## config.mk

```make
export PLATFORM = sky130hd
export DESIGN_NAME = rd_window_arbiter
export DESIGN_NICKNAME = d
export VERILOG_FILES = /design/src/rtl/rd_window_arbiter.sv
export SDC_FILE = /design/constraint.sdc
export NUM_CORES = 1
export LEC_CHECK = 0
export ABC_AREA = 0
export BUFFER_PORTS_ARGS = -buffer_cell sky130_fd_sc_hd__buf_2
export CORE_MARGIN = 2
export CORE_UTILIZATION = 34
export CTS_BUF_LIST = sky130_fd_sc_hd__clkbuf_8
export DETAILED_ROUTE_END_ITERATION = 7
export GPL_TIMING_DRIVEN = 0
export SYNTH_ARGS = -nofsm -noshare
export SYNTH_HDL_FRONTEND = slang
export SYNTH_SLANG_ARGS = --single-unit
```

## constraint.sdc

```tcl
create_clock -name clk -period 2.3 [get_ports clk]
set_clock_uncertainty 0.2 [all_clocks]
set_input_delay 0.46 -clock clk [delete_from_list [all_inputs] [get_ports clk]]
set_output_delay 0.46 -clock clk [all_outputs]
set_load 0.005 [all_outputs]
```

## src/rtl/rd_window_arbiter.sv

```systemverilog
// Round-robin arbiter sharing one single-entry read buffer between NUM_REQ requesters.
// Captures the winner's data once and keeps it stable for the whole rd..rd_ack window.
module rd_window_arbiter #(
  parameter int NUM_REQ = 4,
  parameter int WIDTH   = 4,
  parameter int TIMEOUT = 15
) (
  input  logic                       clk,
  input  logic                       reset,
  input  logic [NUM_REQ-1:0]         req,
  input  logic [NUM_REQ*WIDTH-1:0]   req_data,
  output logic [NUM_REQ-1:0]         gnt,
  output logic [$clog2(NUM_REQ)-1:0] owner,
  output logic                       busy,
  output logic                       rd,
  output logic [WIDTH-1:0]           data,
  input  logic                       rd_ack,
  output logic                       timeout_err,
  output logic                       stray_ack
);

  localparam int IW = $clog2(NUM_REQ);
  localparam int CW = (TIMEOUT > 1) ? $clog2(TIMEOUT) : 1;

  localparam logic [1:0] IDLE  = 2'd0;
  localparam logic [1:0] ISSUE = 2'd1;
  localparam logic [1:0] DONE  = 2'd2;

  localparam logic [IW-1:0]      LAST_IDX = IW'(NUM_REQ - 1);
  localparam logic [CW-1:0]      CNT_LAST = CW'((TIMEOUT > 0) ? TIMEOUT - 1 : 0);
  localparam logic [CW-1:0]      CNT_MAX  = '1;
  localparam logic [NUM_REQ-1:0] ONE_HOT0 = NUM_REQ'(1);

  logic [1:0]       state;
  logic [IW-1:0]    ptr;
  logic [CW-1:0]    cnt;
  logic             sel_valid;
  logic [IW-1:0]    sel_idx;
  logic [WIDTH-1:0] sel_data;
  logic [IW-1:0]    ptr_next;
  logic             timeout_hit;

  // Search upward from ptr with wrap; iterating from the far end lets the
  // nearest set bit overwrite any later candidate.
  always_comb begin
    // NOTE: every combinational output gets a default first so no path leaves it unassigned (no latch).
    sel_valid = 1'b0;
    sel_idx   = '0;
    for (int k = NUM_REQ - 1; k >= 0; k--) begin : search
      int j;
      j = int'(ptr) + k;
      if (j >= NUM_REQ) j = j - NUM_REQ;
      if (req[j]) begin
        sel_valid = 1'b1;
        sel_idx   = IW'(j);
      end
    end
  end

  assign sel_data    = req_data[int'(sel_idx)*WIDTH +: WIDTH];
  assign ptr_next    = (owner == LAST_IDX) ? '0 : owner + 1'b1;
  assign timeout_hit = (TIMEOUT != 0) && (cnt == CNT_LAST);

  // NOTE: reset is asynchronous and clears every register, so rd/data/owner drop the instant reset rises.
  always_ff @(posedge clk or posedge reset) begin
    if (reset) begin
      state       <= IDLE;
      ptr         <= '0;
      cnt         <= '0;
      gnt         <= '0;
      owner       <= '0;
      busy        <= 1'b0;
      rd          <= 1'b0;
      data        <= '0;
      timeout_err <= 1'b0;
      stray_ack   <= 1'b0;
    end else begin
      // NOTE: sequential state uses non-blocking assignments so every flop samples pre-edge values.
      gnt         <= '0;
      timeout_err <= 1'b0;
      stray_ack   <= 1'b0;
      case (state)
        IDLE: begin
          stray_ack <= rd_ack;
          if (sel_valid) begin
            data  <= sel_data;
            owner <= sel_idx;
            rd    <= 1'b1;
            busy  <= 1'b1;
            cnt   <= '0;
            state <= ISSUE;
          end
        end
        ISSUE: begin
          // Ack has priority over a timeout expiring on the same edge.
          if (rd_ack) begin
            rd         <= 1'b0;
            gnt        <= ONE_HOT0 << owner;
            ptr        <= ptr_next;
            state      <= DONE;
          end else if (timeout_hit) begin
            rd          <= 1'b0;
            timeout_err <= 1'b1;
            ptr         <= ptr_next;
            state       <= DONE;
          end else if (cnt != CNT_MAX) begin
            cnt <= cnt + 1'b1;
          end
        end
        DONE: begin
          stray_ack <= rd_ack;
          busy      <= 1'b0;
          state     <= IDLE;
        end
        default: begin
          rd    <= 1'b0;
          busy  <= 1'b0;
          state <= IDLE;
        end
      endcase
    end
  end

endmodule

```

==> flow_summary.json, run 1 <==
{
  "arrival_ns": 2.01,
  "worst_pin_slew_ns": 0.781,
  "clk_pin_slew_worst_paths_ns": 0.08,
  "cts_setup_buffers": 0,
  "ys_types": 39,
  "outcome": "complete, no violations",
  "wl_um": 2520,
  "synth_commonest_cells": "22 x dfrtp_1, 10 x o21ai_1, 8 x nand2_1",
  "maxSlewHeadroom_pct": 47.9,
  "final_cell_count_no_fill": 207,
  "synth_area_leaders": "dfrtp_1 45%, ha_1 6.1%, mux2i_1 4.1%, o21ai_1 4.1%, and4_1 2.9%",
  "dp_hpwl_um": 2010,
  "grt_pass1_wl_um": 4210,
  "avgSynthCellArea_sq_um": 10.1,
  "numCtsBuffers": 3,
  "vias_per_cell": 5.03,
  "drc": 0,
  "yosysWarningCount": 0,
  "cp_max_fo": 10,
  "period_share_pct": 88.4,
  "finalWeightedCongestion": 0.833,
  "syn_area_sq_mm": 0.00122,
  "p_leak_uw": 0.000756,
  "port_buffers": 36,
  "grt_use_total_pct": 13.0,
  "crit_required_ns": 2.28,
  "drtIter0Drc": 53,
  "cts-root-buf": "clkbuf_8",
  "reg2reg_slack_ns": 0.27,
  "coreArea_sq_mm": 0.00339,
  "yosys_register_bits": 22,
  "synthArstFlopShare_pct": 100,
  "cts_tree": "built",
  "die-area_sq_mm": 0.00410,
  "finalNetCount": 191,
  "holdWs_ns": 0.132,
  "rows": 21,
  "syn_inst": 121,
  "grt_max_degree": 23,
  "synth_nets": 150,
  "fill_cells": 331,
  "end_kind": "register",
  "final.setup.tns_ns": 0,
  "reg2reg_depth": 4,
  "seq_area_sq_um": 551,
  "max_freq_mhz": 492,
  "setup.worst_path.start": "state[0]$_DFFE_PP0P_",
  "clock_path_buffers": 2,
  "dieHeight_um": 64.0,
  "drt-wirelength-per-cell_um": 12.2,
  "dpl.cell_count": 203,
  "antenna_found_initial": 0,
  "synth_most_common_cell": "dfrtp_1",
  "clock_sinks": 22,
  "total_power_uw": 1690,
  "htree_levels": 1,
  "yosysTopAreaCell": "dfrtp_1",
  "synth-edff-count": 0,
  "hold_path_class": "in -> async",
  "peakVddDrop_v": 0.000286,
  "slew_violations": 0,
  "period_minus_slack_ns": 2.03,
  "power.density_mw_per_mm2": 1090,
  "r2r-start": "state[0]$_DFFE_PP0P_",
  "firstDrtPassIters": 4,
  "setup_viol": 0,
  "critPathKind": "reg -> reg",
  "grt-ovfl-total": 0,
  "drive_gt1_share_pct": 30.4,
  "synth_top_area_share_pct": 44.9,
  "drv_cap": 0,
  "start_kind": "register",
  "n_antenna_cell": 0,
  "rsz0062_at_grt": "no",
  "synth-seq-area-share_pct": 44.9,
  "num_vias": 1041,
  "postRouteAntennaNets": 0,
  "die_w_um": 64.0,
  "start_util_pct": 36.1,
  "hold_violations": 0,
  "reg2reg_to": "data[3]$_DFFE_PP0P_",
  "multi_input_area_sq_um": 637,
  "synthFlopType": "dfrtp_1",
  "io-pin-count": 37,
  "postCtsHoldBufs": 0,
  "setup_slack_ns": 0.268,
  "area_growth_pct": 25.9,
  "place_ws_ns": 0.0851,
  "clk_latency_ns": 0.26,
  "grt_pass1_vias": 922
}
==> worst max-delay path by stage <==
stage	end	slack (ns)	cells past startpoint
2_1_floorplan	cnt[3]$_DFFE_PP0P_	0.37	6
3_3_place_gp	data[1]$_DFFE_PP0P_	0.1	7
3_5_place_dp	data[2]$_DFFE_PP0P_	0.09	7
4_1_cts	cnt[3]$_DFFE_PP0P_	0.16	6
5_1_grt	data[2]$_DFFE_PP0P_	0.08	4
6_report	data[3]$_DFFE_PP0P_	0.27	4
==> where the power goes <==
group          internal, uW  switching [uW]  leakage (uW)
sequential              518             117      0.000281
clock                   232             124     0.0000357
combinational           321             374      0.000440
total                  1070             615      0.000756
==> stage by stage <==
stage	area [sq um]	utilization, %
2_1_floorplan	1220	-
3_3_place_gp	1460	43.2
3_5_place_dp	1460	43.2
4_1_cts	1530	45.3
5_1_grt	1540	45.5
6_report	1540	45.5
==> what timing repair did <==
item / CTS / global route
setup endpoints to repair: 0 / 1
gates resized for setup: 0 / 1
hold endpoints to repair: 0 / 0
==> cells in the final DEF (no fill, tap or decap), types with 2 or more instances in the layout <==
cell type,netlist,final
or2_2,2,2
o21ai_1,10,10
ha_1,6,6
and3_1,4,4
o211ai_1,3,3
dfrtp_1,22,22
mux2i_1,5,5
nand3_1,4,4
clkbuf_8,0,3
inv_1,7,7
buf_2,1,37
and4_1,4,4
nand2_1,8,8
nand2b_1,3,3
nor3_1,2,2
or3_1,2,2
a21oi_1,5,5
nor2_1,7,7
o31a_1,4,4
nor2b_1,2,2
==> flip-flops by register name, indices dropped and copies added (netlist names) <==
signal	count
stray_ack	1
ptr	2
state	2
cnt	4
timeout_err	1
owner	2
data	4
busy	1
rd	1
gnt	4
==> cells by family (layout without fill, tap and decap cells) <==
logic type / Yosys count / count (layout) / share of synthesized area, %
multiplexers: 6 / 6 / 5.01
XOR/XNOR: 1 / 1 / 0.715
AND/OR/NAND/NOR: 43 / 43 / 20.3
buffers and inverters: 10 / 50 / 3.78
AO/OA/AOI/OAI: 33 / 33 / 19.1
adder cells (fa/ha/maj): 6 / 6 / 6.13
flip-flops: 22 / 22 / 44.9
==> critical path, stage by stage (launching register included) <==
cell and delay, ns:
dfrtp_1 0.39, buf_2 0.18, nor3_1 0.57, nand3_1 0.35, o211ai_1 0.26
==> cell type report <==
type	instances	area share [%]
timing repair buffer	36	11.7
tap	46	3.73
sequential	22	35.7
buffer	3	1.30
inverter	7	1.70
multi-input combinational	89	41.3
clock buffer	3	2.68
clock inverter	1	1.95
==> routing by layer <==
layer | share of wire [%] | GRT usage (%) | wire [um]
met5 | 0 | 0 | 0
met4 | 1.4 | 5.71 | 36
met3 | 3.5 | 1.06 | 88
met2 | 48 | 19.8 | 1200
met1 | 47 | 18.9 | 1190
Note: power is estimated with default switching activity, not from simulation.
==> run 2, diff against run 1 <==
- BUFFER_PORTS_ARGS: -buffer_cell sky130_fd_sc_hd__buf_2 -> default
- DONT_BUFFER_PORTS: default -> 1
- RECOVER_POWER: default -> 50
==> run 2 against run 1 <==
Compared with the run above: critical path depth rose by 2; hold slack worse by 0.094 ns; clock power barely moved; final cell count fell by 17%.
==> flow_summary.json, run 2 (synthesis results as in run 1) <==
{
  "postRouteAntennaNets": 0,
  "p_clk_share_pct": 22.1,
  "cts_setup_buffers": 0,
  "htree_levels": 1,
  "fill_cells": 330,
  "cts-root-buf": "clkbuf_8",
  "finalNetCount": 155,
  "seqPwrFrac_pct": 41.1,
  "cts_resized": 0,
  "peakVddDrop_v": 0.000302,
  "cp_max_fo": 8,
  "swShare_pct": 37.2,
  "cts_tree": "built",
  "hold_path_class": "in -> async",
  "layout_common_cells": "22 x dfrtp_1, 10 x o21ai_1, 8 x nand2_1",
  "firstDrtPassIters": 4,
  "crit_required_ns": 2.29,
  "rows": 21,
  "crit_chain": "inv_1, ha_1, a31oi_4, o221ai_2, or3_1, a21oi_1",
  "end_kind": "register",
  "power.internal_uw": 1010,
  "dp_hpwl_um": 1990,
  "grt_pass1_vias": 933,
  "crit_buf_inv": 1,
  "dieHeight_um": 64.0,
  "grt_use_total_pct": 13.4,
  "p_leak_uw": 0.000605,
  "p_switching_uw": 598,
  "biggestRegsByFlops": "cnt x4, data x4, gnt x4",
  "drive_gt1_share_pct": 10.4,
  "clock_path_buffers": 2,
  "cp_slowest_cell": "dfrtp_1",
  "start_kind": "register",
  "max_freq_mhz": 485,
  "die_w_um": 64.0,
  "holdWs_ns": 0.0381,
  "placed_cell_area_sq_mm": 0.00128,
  "postCtsHoldBufs": 0,
  "clk_pin_slew_worst_paths_ns": 0.08,
  "numCtsBuffers": 3,
  "clk_latency_ns": 0.26,
  "drtIter0Drc": 26,
  "coreArea_sq_mm": 0.00339,
  "drv_cap": 0,
  "maxSlewHeadroom_pct": 46.2,
  "slew_violations": 0,
  "layout_commonest_cell": "dfrtp_1",
  "period_minus_slack_ns": 2.06,
  "setup_viol": 0,
  "start_util_pct": 36.1,
  "antenna_found_initial": 0,
  "worst_pin_slew_ns": 0.807,
  "clock_sinks": 22,
  "finalInstanceArea_sq_mm": 0.00136,
  "die-area_sq_mm": 0.00410,
  "grt_max_degree": 23,
  "p_comb_share_pct": 36.8,
  "period_share_pct": 89.6,
  "finalWeightedCongestion": 0.705,
  "total_power_uw": 1610,
  "n_antenna_cell": 0,
  "grt-ovfl-total": 0,
  "vias_per_cell": 5.37,
  "seq_area_sq_um": 551,
  "drt-wirelength-per-cell_um": 14.9,
  "area_growth_pct": 11.2,
  "final.setup.tns_ns": 0,
  "grt_pass1_wl_um": 4220,
  "crit_family": "compound AO/OA/AOI/OAI gates",
  "io-pin-count": 37,
  "hold_violations": 0,
  "multi_input_area_sq_um": 637,
  "arrival_ns": 2.05,
  "outcome": "complete, no violations",
  "rsz0062_at_grt": "no",
  "port_buffers": 0,
  "power.density_mw_per_mm2": 1180,
  "drc": 0,
  "critPathKind": "reg -> reg",
  "wl_um": 2560,
  "num_vias": 918,
  "max_stage_delay_ns": 0.40
}
run 2: cell count changes in the layout (fill, tap and decap cells not counted):
cell and delta:
buf_2 -36
run 2: worst paths after layout:
check | slack [ns] | cells past startpoint | start | endpoint
max | 0.24 | 6 | cnt[0]$_DFFE_PP0P_ | cnt[3]$_DFFE_PP0P_
min | 0.04 | 1 | reset | state[1]$_DFFE_PP0P_
max reg2reg | 0.24 | 6 | cnt[0]$_DFFE_PP0P_ | cnt[3]$_DFFE_PP0P_
max in group asynchronous | 1.36 | 1 | reset | state[0]$_DFFE_PP0P_
min reg2reg | 0.33 | 2 | data[0]$_DFFE_PP0P_ | data[0]$_DFFE_PP0P_
min in group clk | 0.07 | 1 | rd_ack | timeout_err$_DFF_PP0_
run 2: per-layer routing:
metal	up-vias	routed length [um]	GRT usage, %
li1	454	-	-
met1	439	1070	15.9
met2	23	1270	21.7
met3	2	186	4.23
met4	0	28	6.79
met5	-	0	0
run 2: metrics by stage:
stage / worst slack, ns / utilization (%) / instances
after floorplan: 0.370 / - / 121
after global placement: 0.205 / 37.8 / 167
after detailed placement: 0.132 / 37.8 / 167
after CTS: 0.103 / 39.9 / 171
after global routing: 0.0572 / 40.2 / 171
final: 0.240 / 40.2 / 171
run 2: power groups by stage:
stage,combinational (uW),sequential [uW],clock [uW]
floorplan,491,625,0
global placement,578,663,0
detailed placement,597,669,0
CTS,600,662,366
global route,681,687,380
finish,592,661,356
run 2: area by class of cell:
class | count | share of cell area [%]
plain buffers | 3 | 1.47
well taps | 46 | 4.22
flip-flops and latches | 22 | 40.4
clock inverters | 1 | 2.20
inverters | 7 | 1.93
clock buffers | 3 | 3.03
multi-input cells | 89 | 46.7
==> run 3, diff against run 2 <==
- CORE_ASPECT_RATIO: default -> 0.75
==> run 3 against run 2 <==
Compared with the run above: global-route usage fell by 0.26 points; maximum frequency fell by 2.2%; sequential share of layout area is 0.22 points higher; core utilization decreased by 0.088 points; design area shrank 0.55%; largest cell class unchanged; largest power group unchanged.
==> flow_summary.json, run 3 (synthesis results as in run 1) <==
{
  "arrival_ns": 2.07,
  "cts_tree": "built",
  "area_growth_pct": 10.6,
  "clk_latency_ns": 0.26,
  "maxSlewHeadroom_pct": 46.7,
  "rows": 18,
  "n_antenna_cell": 0,
  "holdWs_ns": 0.0350,
  "coreArea_sq_mm": 0.00338,
  "start_util_pct": 36.3,
  "drc": 0,
  "crit_chain": "buf_2, nor3_1, nand3_1, o211ai_1",
  "slew_violations": 0,
  "grt_pass1_vias": 843,
  "seq_area_sq_um": 551,
  "final.setup.tns_ns": 0,
  "num_vias": 919,
  "numCtsBuffers": 3,
  "grt_max_degree": 23,
  "max_freq_mhz": 475,
  "firstDrtPassIters": 4,
  "crit_required_ns": 2.27,
  "cp_slowest_cell": "nor3_1",
  "cp_max_fo": 10,
  "die_w_um": 73.3,
  "worst_pin_slew_ns": 0.798,
  "clock_path_buffers": 2,
  "grt_use_total_pct": 13.2,
  "power.density_mw_per_mm2": 1190,
  "grt_pass1_wl_um": 4130,
  "io-pin-count": 37,
  "drtIter0Drc": 55,
  "max_stage_delay_ns": 0.60,
  "period_minus_slack_ns": 2.11,
  "reg2reg_slack_ns": 0.19,
  "drive_gt1_share_pct": 10.4,
  "multi_input_area_sq_um": 637,
  "cts_resized": 0,
  "antenna_found_initial": 0,
  "clk_pin_slew_worst_paths_ns": 0.08,
  "vias_per_cell": 5.57,
  "dieHeight_um": 56.0,
  "wl_um": 2530,
  "finalNetCount": 155,
  "end_kind": "register",
  "period_share_pct": 91.5,
  "outcome": "complete, no violations",
  "die-area_sq_mm": 0.00410,
  "drv_cap": 0,
  "layout_commonest_cell": "dfrtp_1",
  "rsz0062_at_grt": "no",
  "setup_slack_ns": 0.194,
  "cts_setup_buffers": 0,
  "finalInstanceArea_sq_mm": 0.00136,
  "clock_sinks": 22,
  "layout_common_cells": "22 x dfrtp_1, 10 x o21ai_1, 8 x nand2_1",
  "start_kind": "register",
  "grt-ovfl-total": 0,
  "setup_viol": 0,
  "critPathKind": "reg -> reg",
  "peakVddDrop_v": 0.000353,
  "crit_family": "simple AND/OR/NAND/NOR gates",
  "p_leak_uw": 0.000605,
  "crit_buf_inv": 1,
  "cts-root-buf": "clkbuf_8",
  "postCtsHoldBufs": 0,
  "htree_levels": 1,
  "drt-wirelength-per-cell_um": 15.3,
  "biggestRegsByFlops": "cnt x4, data x4, gnt x4",
  "fill_cells": 339,
  "placed_cell_area_sq_mm": 0.00127,
  "finalWeightedCongestion": 0.722,
  "hold_violations": 0,
  "port_buffers": 0,
  "place_ws_ns": 0.131,
  "hold_path_class": "in -> async",
  "dp_hpwl_um": 2010,
  "postRouteAntennaNets": 0
}
[run 3: cell counts in the layout (fill, tap and decap cells not counted)]
No cell type changed its count.
[run 3: through the flow]
step	power, uW	utilization (%)	instances
final	1620	40.1	165
after global routing	1750	40.1	165
after global placement	1250	37.7	161
after detailed placement	1280	37.7	161
after floorplan	1120	-	121
after CTS	1630	39.9	165
[run 3: per-layer routing]
layer,track usage [%],share of wire [%],vias to the layer above
met2,18.7,43,31
met3,5.25,8.2,2
met4,3.12,0.75,0
li1,-,-,454
met5,0,0,-
met1,18.7,48,432
[run 3: final cells by class]
class                           instances  share of cell area (%)
Clock inverter                          1                    2.22
Tap cell                               40                    3.69
Multi-Input combinational cell         89                    47.0
Sequential cell                        22                    40.6
Buffer                                  3                    1.48
Clock buffer                            3                    3.05
Inverter                                7                    1.94
[run 3: worst paths after layout]
check	startpoint	endpoint	cells after the start
setup / recovery	state[0]$_DFFE_PP0P_	data[3]$_DFFE_PP0P_	4
hold / removal	reset	busy$_DFFE_PP0P_	1
setup reg to reg	state[0]$_DFFE_PP0P_	data[3]$_DFFE_PP0P_	4
hold reg to reg	data[1]$_DFFE_PP0P_	data[1]$_DFFE_PP0P_	2
max in group asynchronous	reset	state[1]$_DFFE_PP0P_	1
min in group clk	rd_ack	timeout_err$_DFF_PP0_	1
[run 3: worst reg2reg max path: stages (launching register included)]
cell and delay (ns):
dfrtp_1 0.39, buf_2 0.19, nor3_1 0.60, nand3_1 0.36, o211ai_1 0.28
[run 3: power breakdown]
group	switching [uW]	total [uW]	internal [uW]	leakage, uW
clock network	117	349	232	0.0000357
logic	343	604	262	0.000288
registers	144	663	519	0.000281
total	603	1620	1010	0.000605
